==> src/rtl/tetris_display_avl_master_pkg.sv <==
// Shared definitions for the display-refresh master: FSM states, the display
// slave's register map and the BCD-to-ASCII mapping.
package tetris_disp_pkg;

    typedef enum logic [2:0] {
        IDLE,
        CELL_RD,
        CELL_WR,
        TEXT_WR,
        FINISH
    } state_t;

    // Word addresses in the display slave; must track its register map.
    localparam logic [11:0] P1_BOARD_BASE = 12'd0;
    localparam logic [11:0] P2_BOARD_BASE = 12'd200;
    localparam logic [11:0] P1_SCORE_BASE = 12'd436;
    localparam logic [11:0] P1_LEVEL_BASE = 12'd448;
    localparam logic [11:0] P1_LINES_BASE = 12'd460;
    localparam logic [11:0] P2_SCORE_BASE = 12'd400;
    localparam logic [11:0] P2_LEVEL_BASE = 12'd412;
    localparam logic [11:0] P2_LINES_BASE = 12'd424;
    localparam logic [11:0] PALETTE_BASE  = 12'd472;

    // Non-decimal nibbles show up as '?' so corrupted counters are visible.
    function automatic logic [7:0] bcd_ascii(input logic [3:0] d);
        return (d <= 4'd9) ? (8'h30 + {4'h0, d}) : 8'h3F;
    endfunction

    function automatic logic [11:0] text_base(input logic player, input logic [1:0] fld);
        logic [11:0] b;
        case (fld)
            2'd0:    b = player ? P2_SCORE_BASE : P1_SCORE_BASE;
            2'd1:    b = player ? P2_LEVEL_BASE : P1_LEVEL_BASE;
            default: b = player ? P2_LINES_BASE : P1_LINES_BASE;
        endcase
        return b;
    endfunction

endpackage

==> src/rtl/tetris_display_avl_master_if.sv <==
// Write-only Avalon-MM bundle between the refresh master and the display slave.
interface tetris_display_avl_master_if;
    logic [11:0] AVL_ADDR;
    logic [31:0] AVL_WRITEDATA;
    logic [3:0]  AVL_BYTE_EN;
    logic        AVL_WRITE;
    logic        AVL_WAITREQUEST;

    modport master (
        output AVL_ADDR, AVL_WRITEDATA, AVL_BYTE_EN, AVL_WRITE,
        input  AVL_WAITREQUEST
    );

    modport slave (
        input  AVL_ADDR, AVL_WRITEDATA, AVL_BYTE_EN, AVL_WRITE,
        output AVL_WAITREQUEST
    );
endinterface

==> src/rtl/tetris_display_avl_master.sv <==
// Refreshes one player's board and score/level/lines text in the display
// slave: 200 cell writes from board RAM, then 18 ASCII digit writes.
module tetris_display_avl_master
    import tetris_disp_pkg::*;
#(
    parameter int BOARD_CELLS = 200,
    parameter int DIGITS      = 6
) (
    input  logic                  CLK,
    input  logic                  RESET,
    input  logic                  START,
    input  logic                  PLAYER,
    input  logic [4*DIGITS-1:0]   SCORE,
    input  logic [4*DIGITS-1:0]   LEVEL,
    input  logic [4*DIGITS-1:0]   LINES,
    output logic [7:0]            CELL_ADDR,
    input  logic [3:0]            CELL_DATA,
    tetris_display_avl_master_if.master avl,
    output logic                  BUSY,
    output logic                  DONE
);

    localparam int DW = (DIGITS > 1) ? $clog2(DIGITS) : 1;

    state_t              state, state_nxt;
    logic [7:0]          idx;
    logic [DW-1:0]       dig;
    logic [1:0]          fld;
    logic                player_q;
    logic [4*DIGITS-1:0] score_q, level_q, lines_q;

    logic                last_cell, last_char;
    logic [4*DIGITS-1:0] field_val;
    logic [3:0]          nib;
    logic [11:0]         board_base;

    assign last_cell  = (idx == 8'(BOARD_CELLS - 1));
    assign last_char  = (fld == 2'd2) && (dig == DW'(DIGITS - 1));
    assign field_val  = (fld == 2'd0) ? score_q : (fld == 2'd1) ? level_q : lines_q;
    assign nib        = field_val[(DIGITS - 1 - int'(dig)) * 4 +: 4];
    assign board_base = player_q ? P2_BOARD_BASE : P1_BOARD_BASE;

    always_ff @(posedge CLK) begin
        if (RESET) state <= IDLE;
        else       state <= state_nxt;
    end

    always_comb begin
        state_nxt = state;
        case (state)
            IDLE:    if (START) state_nxt = CELL_RD;
            CELL_RD: state_nxt = CELL_WR;
            CELL_WR: if (!avl.AVL_WAITREQUEST) state_nxt = last_cell ? TEXT_WR : CELL_RD;
            TEXT_WR: if (!avl.AVL_WAITREQUEST && last_char) state_nxt = FINISH;
            FINISH:  state_nxt = IDLE;
            default: state_nxt = IDLE;
        endcase
    end

    // Snapshot is taken only in IDLE, so a START during a run cannot disturb it.
    always_ff @(posedge CLK) begin
        if (RESET) begin
            idx      <= '0;
            dig      <= '0;
            fld      <= '0;
            player_q <= 1'b0;
            score_q  <= '0;
            level_q  <= '0;
            lines_q  <= '0;
        end else begin
            case (state)
                IDLE: if (START) begin
                    player_q <= PLAYER;
                    score_q  <= SCORE;
                    level_q  <= LEVEL;
                    lines_q  <= LINES;
                    idx      <= '0;
                    dig      <= '0;
                    fld      <= '0;
                end
                CELL_WR: if (!avl.AVL_WAITREQUEST) idx <= last_cell ? 8'd0 : idx + 8'd1;
                TEXT_WR: if (!avl.AVL_WAITREQUEST) begin
                    if (dig == DW'(DIGITS - 1)) begin
                        dig <= '0;
                        fld <= fld + 2'd1;
                    end else begin
                        dig <= dig + DW'(1);
                    end
                end
                default: ;
            endcase
        end
    end

    // Moore outputs: everything is a function of registered state, so a
    // stalled write holds its address/data without extra registers.
    always_comb begin
        CELL_ADDR         = '0;
        avl.AVL_ADDR      = '0;
        avl.AVL_WRITEDATA = '0;
        avl.AVL_BYTE_EN   = 4'h0;
        avl.AVL_WRITE     = 1'b0;
        BUSY              = 1'b0;
        DONE              = 1'b0;
        case (state)
            CELL_RD: begin
                CELL_ADDR = idx;
                BUSY      = 1'b1;
            end
            CELL_WR: begin
                CELL_ADDR         = idx;
                BUSY              = 1'b1;
                avl.AVL_WRITE     = 1'b1;
                avl.AVL_BYTE_EN   = 4'hF;
                avl.AVL_ADDR      = board_base + {4'h0, idx};
                avl.AVL_WRITEDATA = {28'h0, CELL_DATA};
            end
            TEXT_WR: begin
                BUSY              = 1'b1;
                avl.AVL_WRITE     = 1'b1;
                avl.AVL_BYTE_EN   = 4'hF;
                avl.AVL_ADDR      = text_base(player_q, fld) + 12'(dig);
                avl.AVL_WRITEDATA = {24'h0, bcd_ascii(nib)};
            end
            FINISH:  DONE = 1'b1;
            default: ;
        endcase
    end

endmodule

==> src/flat_wrapper.sv <==
// flat-port wrapper written by rule: the top's interface ports become plain ports
module tetris_display_avl_master_flat import tetris_disp_pkg::*;
#(
    parameter int BOARD_CELLS = 200,
    parameter int DIGITS      = 6
)
  (CLK, RESET, START, PLAYER, SCORE, LEVEL, LINES, CELL_ADDR, CELL_DATA, BUSY, DONE, avl_AVL_ADDR, avl_AVL_WRITEDATA, avl_AVL_BYTE_EN, avl_AVL_WRITE, avl_AVL_WAITREQUEST);
  tetris_display_avl_master_if avl_i ();
  input  logic CLK;
  input  logic RESET;
  input  logic START;
  input  logic PLAYER;
  input  logic [4*DIGITS-1:0] SCORE;
  input  logic [4*DIGITS-1:0] LEVEL;
  input  logic [4*DIGITS-1:0] LINES;
  output logic [7:0] CELL_ADDR;
  input  logic [3:0] CELL_DATA;
  output logic BUSY;
  output logic DONE;
  output wire logic [$bits(avl_i.AVL_ADDR)-1:0] avl_AVL_ADDR;
  output wire logic [$bits(avl_i.AVL_WRITEDATA)-1:0] avl_AVL_WRITEDATA;
  output wire logic [$bits(avl_i.AVL_BYTE_EN)-1:0] avl_AVL_BYTE_EN;
  output wire logic [$bits(avl_i.AVL_WRITE)-1:0] avl_AVL_WRITE;
  input wire logic [$bits(avl_i.AVL_WAITREQUEST)-1:0] avl_AVL_WAITREQUEST;
  assign avl_AVL_ADDR = avl_i.AVL_ADDR;
  assign avl_AVL_WRITEDATA = avl_i.AVL_WRITEDATA;
  assign avl_AVL_BYTE_EN = avl_i.AVL_BYTE_EN;
  assign avl_AVL_WRITE = avl_i.AVL_WRITE;
  assign avl_i.AVL_WAITREQUEST = avl_AVL_WAITREQUEST;
  tetris_display_avl_master #(.BOARD_CELLS(BOARD_CELLS), .DIGITS(DIGITS)) u_core (.CLK(CLK), .RESET(RESET), .START(START), .PLAYER(PLAYER), .SCORE(SCORE), .LEVEL(LEVEL), .LINES(LINES), .CELL_ADDR(CELL_ADDR), .CELL_DATA(CELL_DATA), .avl(avl_i), .BUSY(BUSY), .DONE(DONE));
endmodule
==> config.mk <==
export PLATFORM = sky130hd
export DESIGN_NAME = tetris_display_avl_master_flat
export DESIGN_NICKNAME = d
export VERILOG_FILES = /design/src/rtl/tetris_display_avl_master_pkg.sv /design/src/rtl/tetris_display_avl_master_if.sv /design/src/rtl/tetris_display_avl_master.sv /design/src/flat_wrapper.sv
export SDC_FILE = /design/constraint.sdc
export NUM_CORES = 1
export LEC_CHECK = 0
export ABC_AREA = 1
export BUFFER_PORTS_ARGS = -buffer_cell sky130_fd_sc_hd__buf_2
export CORE_ASPECT_RATIO = 0.9
export CORE_MARGIN = 10
export CORE_UTILIZATION = 45
export DETAILED_ROUTE_END_ITERATION = 7
export PLACE_DENSITY = 0.76
export SETUP_SLACK_MARGIN = 0.2
export SYNTH_ARGS = -nofsm -noshare
export SYNTH_HDL_FRONTEND = slang
export SYNTH_SLANG_ARGS = --single-unit
==> constraint.sdc <==
create_clock -name CLK -period 3.49 [get_ports CLK]
set_clock_uncertainty 0.1 [all_clocks]
set_input_delay 0.5235 -clock CLK [delete_from_list [all_inputs] [get_ports CLK]]
set_output_delay 0.5235 -clock CLK [all_outputs]
set_load 0.02 [all_outputs]
### Yosys cells after proc, flatten, opt, wreduce, memory -nomap -nowiden

Cells that the tools add are included.

| word-level totals | value |
|---|---|
| flip-flop bits (word level) | 89 |
| input port bits | 81 |
| output and inout port bits | 59 |
| word-level logic and storage cells | 78 |

| cells by class | value |
|---|---|
| add/sub/neg operators | 7 |
| magnitude comparators | 1 |
| equal/unequal tests | 13 |
| shift-type cells | 1 |
| multiplexer cells | 33 |
| reduce and logical (&&, ||, !) cells | 15 |

Operator list:

| operator | number |
|---|---|
| two-way mux 24 bit | 2 |
| two-way mux 8 bit | 6 |
| one-hot mux 12 bit (2 select lines) | 2 |
| one-hot mux 8 bit (2 select lines) | 2 |
| variable part select 24 x 32 -> 4 bit | 1 |
| two-way mux 3 bit | 6 |
| two-way mux 7 bit | 2 |
| adder 12 x 3 -> 12 bit | 1 |
| adder 12 x 8 -> 12 bit | 1 |
| two-way mux 12 bit | 1 |
| one-hot mux 3 bit (4 select lines) | 1 |
| AND reduction 3 bit | 3 |
| adder 8 x 1 -> 8 bit (second input constant) | 1 |
| == test 8 bit (second input constant) | 1 |
| two-way mux 2 bit | 4 |
| adder 6 x 4 -> 7 bit (first input constant) | 1 |
| == test 3 x 2 -> 1 bit (second input constant) | 2 |
| == test 3 bit (second input constant) | 2 |
| two-way mux 6 bit | 1 |
| inequality test 2 bit (second input constant) | 3 |
| one-hot mux 3 bit (2 select lines) | 1 |
| <= comparator 4 bit (second input constant) | 1 |
| two-way mux 4 bit | 1 |
| inequality test 2 x 1 -> 1 bit (second input constant) | 2 |
| other kinds (17) | 22 |

### Logic depth before layout (Yosys ltp)

| depth | value |
|---|---|
| depth in word-level cells | 7 |
| gate-level depth with buffers | 16 |
| gate-level depth less buffers | 15 |

### Least setup slack after synthesis

No wires, ideal clock.

| timing path | value |
|---|---|
| kind | flip-flop to output port |
| start | register u_core.fld[0] |
| end | output port avl_AVL_ADDR[6] |
| arrival | 2.158 ns |
| data required time | 2.866 ns |
| slack | 0.709 ns |
| stages on the path, launching flop included | 11 |
| buffers on the path | 1 |
| path through | dfxtp_1 inv_1 ha_1 buf_4 nor2_1 o21ai_0 ha_1 ha_1 nand4_1 nand2_1 o32ai_1 |

| on the way | value |
|---|---|
| longest elaborated chain between the ends | 5 |

RTL lines:

| element | line | source |
|---|---|---|
| start: declaration | tetris_display_avl_master.sv:28 | `logic [1:0] fld;` |
| start signal: assignment | tetris_display_avl_master.sv:85 | `fld <= fld + 2'd1;` |
| == test 2 x 1 -> 1 bit or logical NOT 2 bit (tied branches) | tetris_display_avl_master_pkg.sv:31 | `case (fld)` |
| one-hot mux 12 bit (2 select lines) (*) | tetris_display_avl_master_pkg.sv:31 |  |
| two-way mux 12 bit (*) | tetris_display_avl_master.sv:105 | `case (state)` |
| adder 12 x 3 -> 12 bit (*) | tetris_display_avl_master.sv:122 | `avl.AVL_ADDR = text_base(player_q, fld) + 12'(dig);` |
| one-hot mux 12 bit (2 select lines) (*) | tetris_display_avl_master.sv:105 |  |
| end: declaration | flat_wrapper.sv:20 | `output wire logic [$bits(avl_i.AVL_ADDR)-1:0] avl_AVL_ADDR;` |

Mark *: on every way between the ends. The rest lies on a longest branch, timed or not. The select of a mux whose other input is x is not followed.

### Worst setup path after layout

Same ends and word-level chain as after synthesis.

==> flow_metrics.env <==
export IMPL_fmax_mhz=323.1
export IMPL_synth_warnings=0
export IMPL_vias_per_cell=5.059
export IMPL_instances_no_fill=898
export IMPL_finalMaxSlewViolations=0
export IMPL_hold_viol=0
export IMPL_ys_flop_type="dfxtp_1"
export IMPL_max_cap_viol_count=0
export IMPL_intPower_uw=1784
export IMPL_cts_htree_levels=3
export IMPL_leakagePower_uw=0.002454
export IMPL_rsz0062_at_grt="no"
export IMPL_cts_buffer_depth=2
export IMPL_combinationalPowerShare_pct=20.5
export IMPL_cp_required_ns=2.87
export IMPL_synthArstFlopShare_pct=0
export IMPL_synth_cell_types=37
export IMPL_synth_top_area_cell="dfxtp_1"
export IMPL_wl_met1_um=6168
export IMPL_drc=0
export IMPL_worstPathArrival_ns=2.47
export IMPL_grt_max_degree=116
export IMPL_synth_edf_count=0
export IMPL_wirelength_um=13380
export IMPL_dp_hpwl_um=10130
export IMPL_cts_root_buffer="clkbuf_16"
export IMPL_finalCritPeriodShare_pct=88.69
export IMPL_place_inst=878
export IMPL_nNetsFinal=857
export IMPL_syn2layout_area_growth_pct=17.08
export IMPL_drt_pass1_iter_count=5
export IMPL_end_kind="output pin"
export IMPL_setup_slack_ns=0.3947
export IMPL_gp_congestion=0.9603
export IMPL_place_ws_ns=0.5745
export IMPL_num_rows=35
export IMPL_syn_inst=674
export IMPL_pwr_share_clk_pct=35.8
export IMPL_grt_usage_pct=17.14
export IMPL_antenna_found_initial=0
export IMPL_wl_met3_um=1214
export IMPL_drt_iter0_drc=405
export IMPL_cts_tree="done"
export IMPL_cts_hold_buf=0
export IMPL_drive_gt1_share_pct=21.88
export IMPL_p_per_area_mw_per_mm2=471.9
export IMPL_multiInputGateArea_mm2=0.002357
export IMPL_synth_area_mm2=0.004702
export IMPL_wl_met2_um=5844
export IMPL_synthTopCellsByArea="dfxtp_1 38%, nand2_1 12%, a21oi_1 11%"
export IMPL_pwr_share_seq_pct=43.6
export IMPL_path_class="flop to output pin"
export IMPL_grt_pass1_wl_um=21180
export IMPL_setup_viol=0
export IMPL_synth_seq_area_share_pct=37.89
export IMPL_register_area_mm2=0.001782
export IMPL_clkSinkCount=89
export IMPL_yosys_register_bits=89
export IMPL_numCtsBuffers=9
export IMPL_synth_most_common_cell="nand2_1"
export IMPL_start_util_pct=46.08
export IMPL_swShare_pct=31.32
export IMPL_port_buffers=110
export IMPL_outcome="finished, final reports clean"
export IMPL_final_core_util_pct=53.95
export IMPL_die_area_mm2=0.01494
export IMPL_fin_crit_ns=3.095
export IMPL_syn_area_per_cell_um2=6.976
export IMPL_netlist_area_leader_share_pct=37.89
export IMPL_wire_per_inst_um=14.89
export IMPL_hold_class="primary input to flop"
export IMPL_slew_headroom_pct=35.49
export IMPL_ant_nets=0
export IMPL_topRoutingLayerUsed="met4"
export IMPL_vias=4543
export IMPL_switchingPower_uw=813.8
export IMPL_grt_pass1_vias=4272
export IMPL_synth_common_cells="154 x nand2_1, 108 x a21oi_1, 89 x dfxtp_1, 62 x inv_1, 54 x o21ai_0"
export IMPL_fp_dieH_um=117.0
export IMPL_clkTransAtPathRegs_ns=0.07
export IMPL_start_kind="flop"
export IMPL_pin_count=140
export IMPL_worst_slew_pin_slew_ns=0.9677
export IMPL_grt_overflow_total=0
export IMPL_fillers=1024
export IMPL_vdd_ir_drop_max_uv=270.9
export IMPL_fp_dieW_um=127.8
export IMPL_core_area_mm2=0.01020
export IMPL_insertion_delay_ns=0.34
export IMPL_finalSetupTns_ns=0
export IMPL_ff2ff_setup_slack_ns=1.46
export IMPL_worst_path_max_fanout=19
[power groups by stage]
stage	Combinational (µW)	Clock, µW	Sequential (µW)
5_1_grt	601	976	1140
3_5_place_dp	512	0	1150
2_1_floorplan	403	0	1140
6_report	534	931	1130
3_3_place_gp	506	0	1150
4_1_cts	518	935	1130
[state kept, by name, summed over array words and instances, names as in the netlist]
signal	flops
u_core.state	3
u_core.dig	3
u_core.player_q	1
u_core.idx	8
u_core.fld	2
u_core.level_q	24
u_core.lines_q	24
u_core.score_q	24
[per-layer routing]
metal,vias to the layer above,track usage [%]
li1,2331,-
met1,2021,22.96
met2,175,26.31
met3,16,5.313
met4,0,4.123
met5,-,0
[logic make-up after synthesis]
| logic type | after synthesis | synth area share [%] |
|---|---|---|
| buffers and inverters | 147 | 15.03 |
| AND/OR/NAND/NOR | 232 | 20.73 |
| XOR/XNOR | 3 | 0.5589 |
| adder cells (fa/ha/maj) | 13 | 3.459 |
| AO/OA/AOI/OAI | 189 | 22.25 |
| flip-flops | 89 | 37.89 |
| other | 1 | 0.07975 |
[per-stage QoR]
step           cell area (µm²)  power, µW  hold WS (ns)
6_report                  5505       2598        0.3246
5_1_grt                   5503       2717        0.3208
4_1_cts                   5455       2584        0.3219
3_5_place_dp              5161       1666        0.3481
3_3_place_gp              5161       1658        0.3491
2_1_floorplan             4807       1545        0.3290
[cell type report]
type                            count  area share, %
Antenna cell                        1        0.04545
Clock inverter                      6         0.9091
Clock buffer                       10          4.341
Multi-Input combinational cell    467          42.82
Tap cell                          129          2.932
Inverter                           77          5.250
Sequential cell                    89          32.36
Timing Repair Buffer              119          11.34
[worst max-delay path: stages (launching register included)]
cell,delay [ns]
dfxtp_1,0.34
inv_1,0.09
ha_1,0.25
buf_6,0.18
nor2_4,0.14
o21ai_0,0.09
ha_1,0.21
ha_1,0.22
nor3_1,0.30
o32ai_2,0.14
buf_4,0.18
[what timing repair did]
action | in CTS | in global routing
setup endpoints to repair | 2 | 5
pin swaps | 0 | 1
buffers inserted | 0 | 2
gates cloned | 0 | 1
gates resized for setup | 1 | 7
[cell usage in the layout, fill, tap and decap left out, types with 12 or more instances in the layout]
cell type and instances:
nand2_1 153, buf_2 109, a21oi_1 108, dfxtp_1 89, inv_1 62, o21ai_0 54
conb_1 29, nand3_1 27, nor2_1 24, inv_2 12, ha_1 12
[worst paths after layout]
path,depth (start not counted),startpoint,to
setup / recovery,10,u_core.fld[0]$_SDFFE_PP0P_,avl_AVL_ADDR[6]
hold reg to reg,2,u_core.score_q[23]$_SDFFE_PP0P_,u_core.score_q[23]$_SDFFE_PP0P_
hold / removal,3,LEVEL[21],u_core.level_q[21]$_SDFFE_PP0P_
setup reg to reg,5,u_core.state[1]$_SDFFE_PP0P_,u_core.lines_q[19]$_SDFFE_PP0P_
Power figures use the tool's default switching activity.
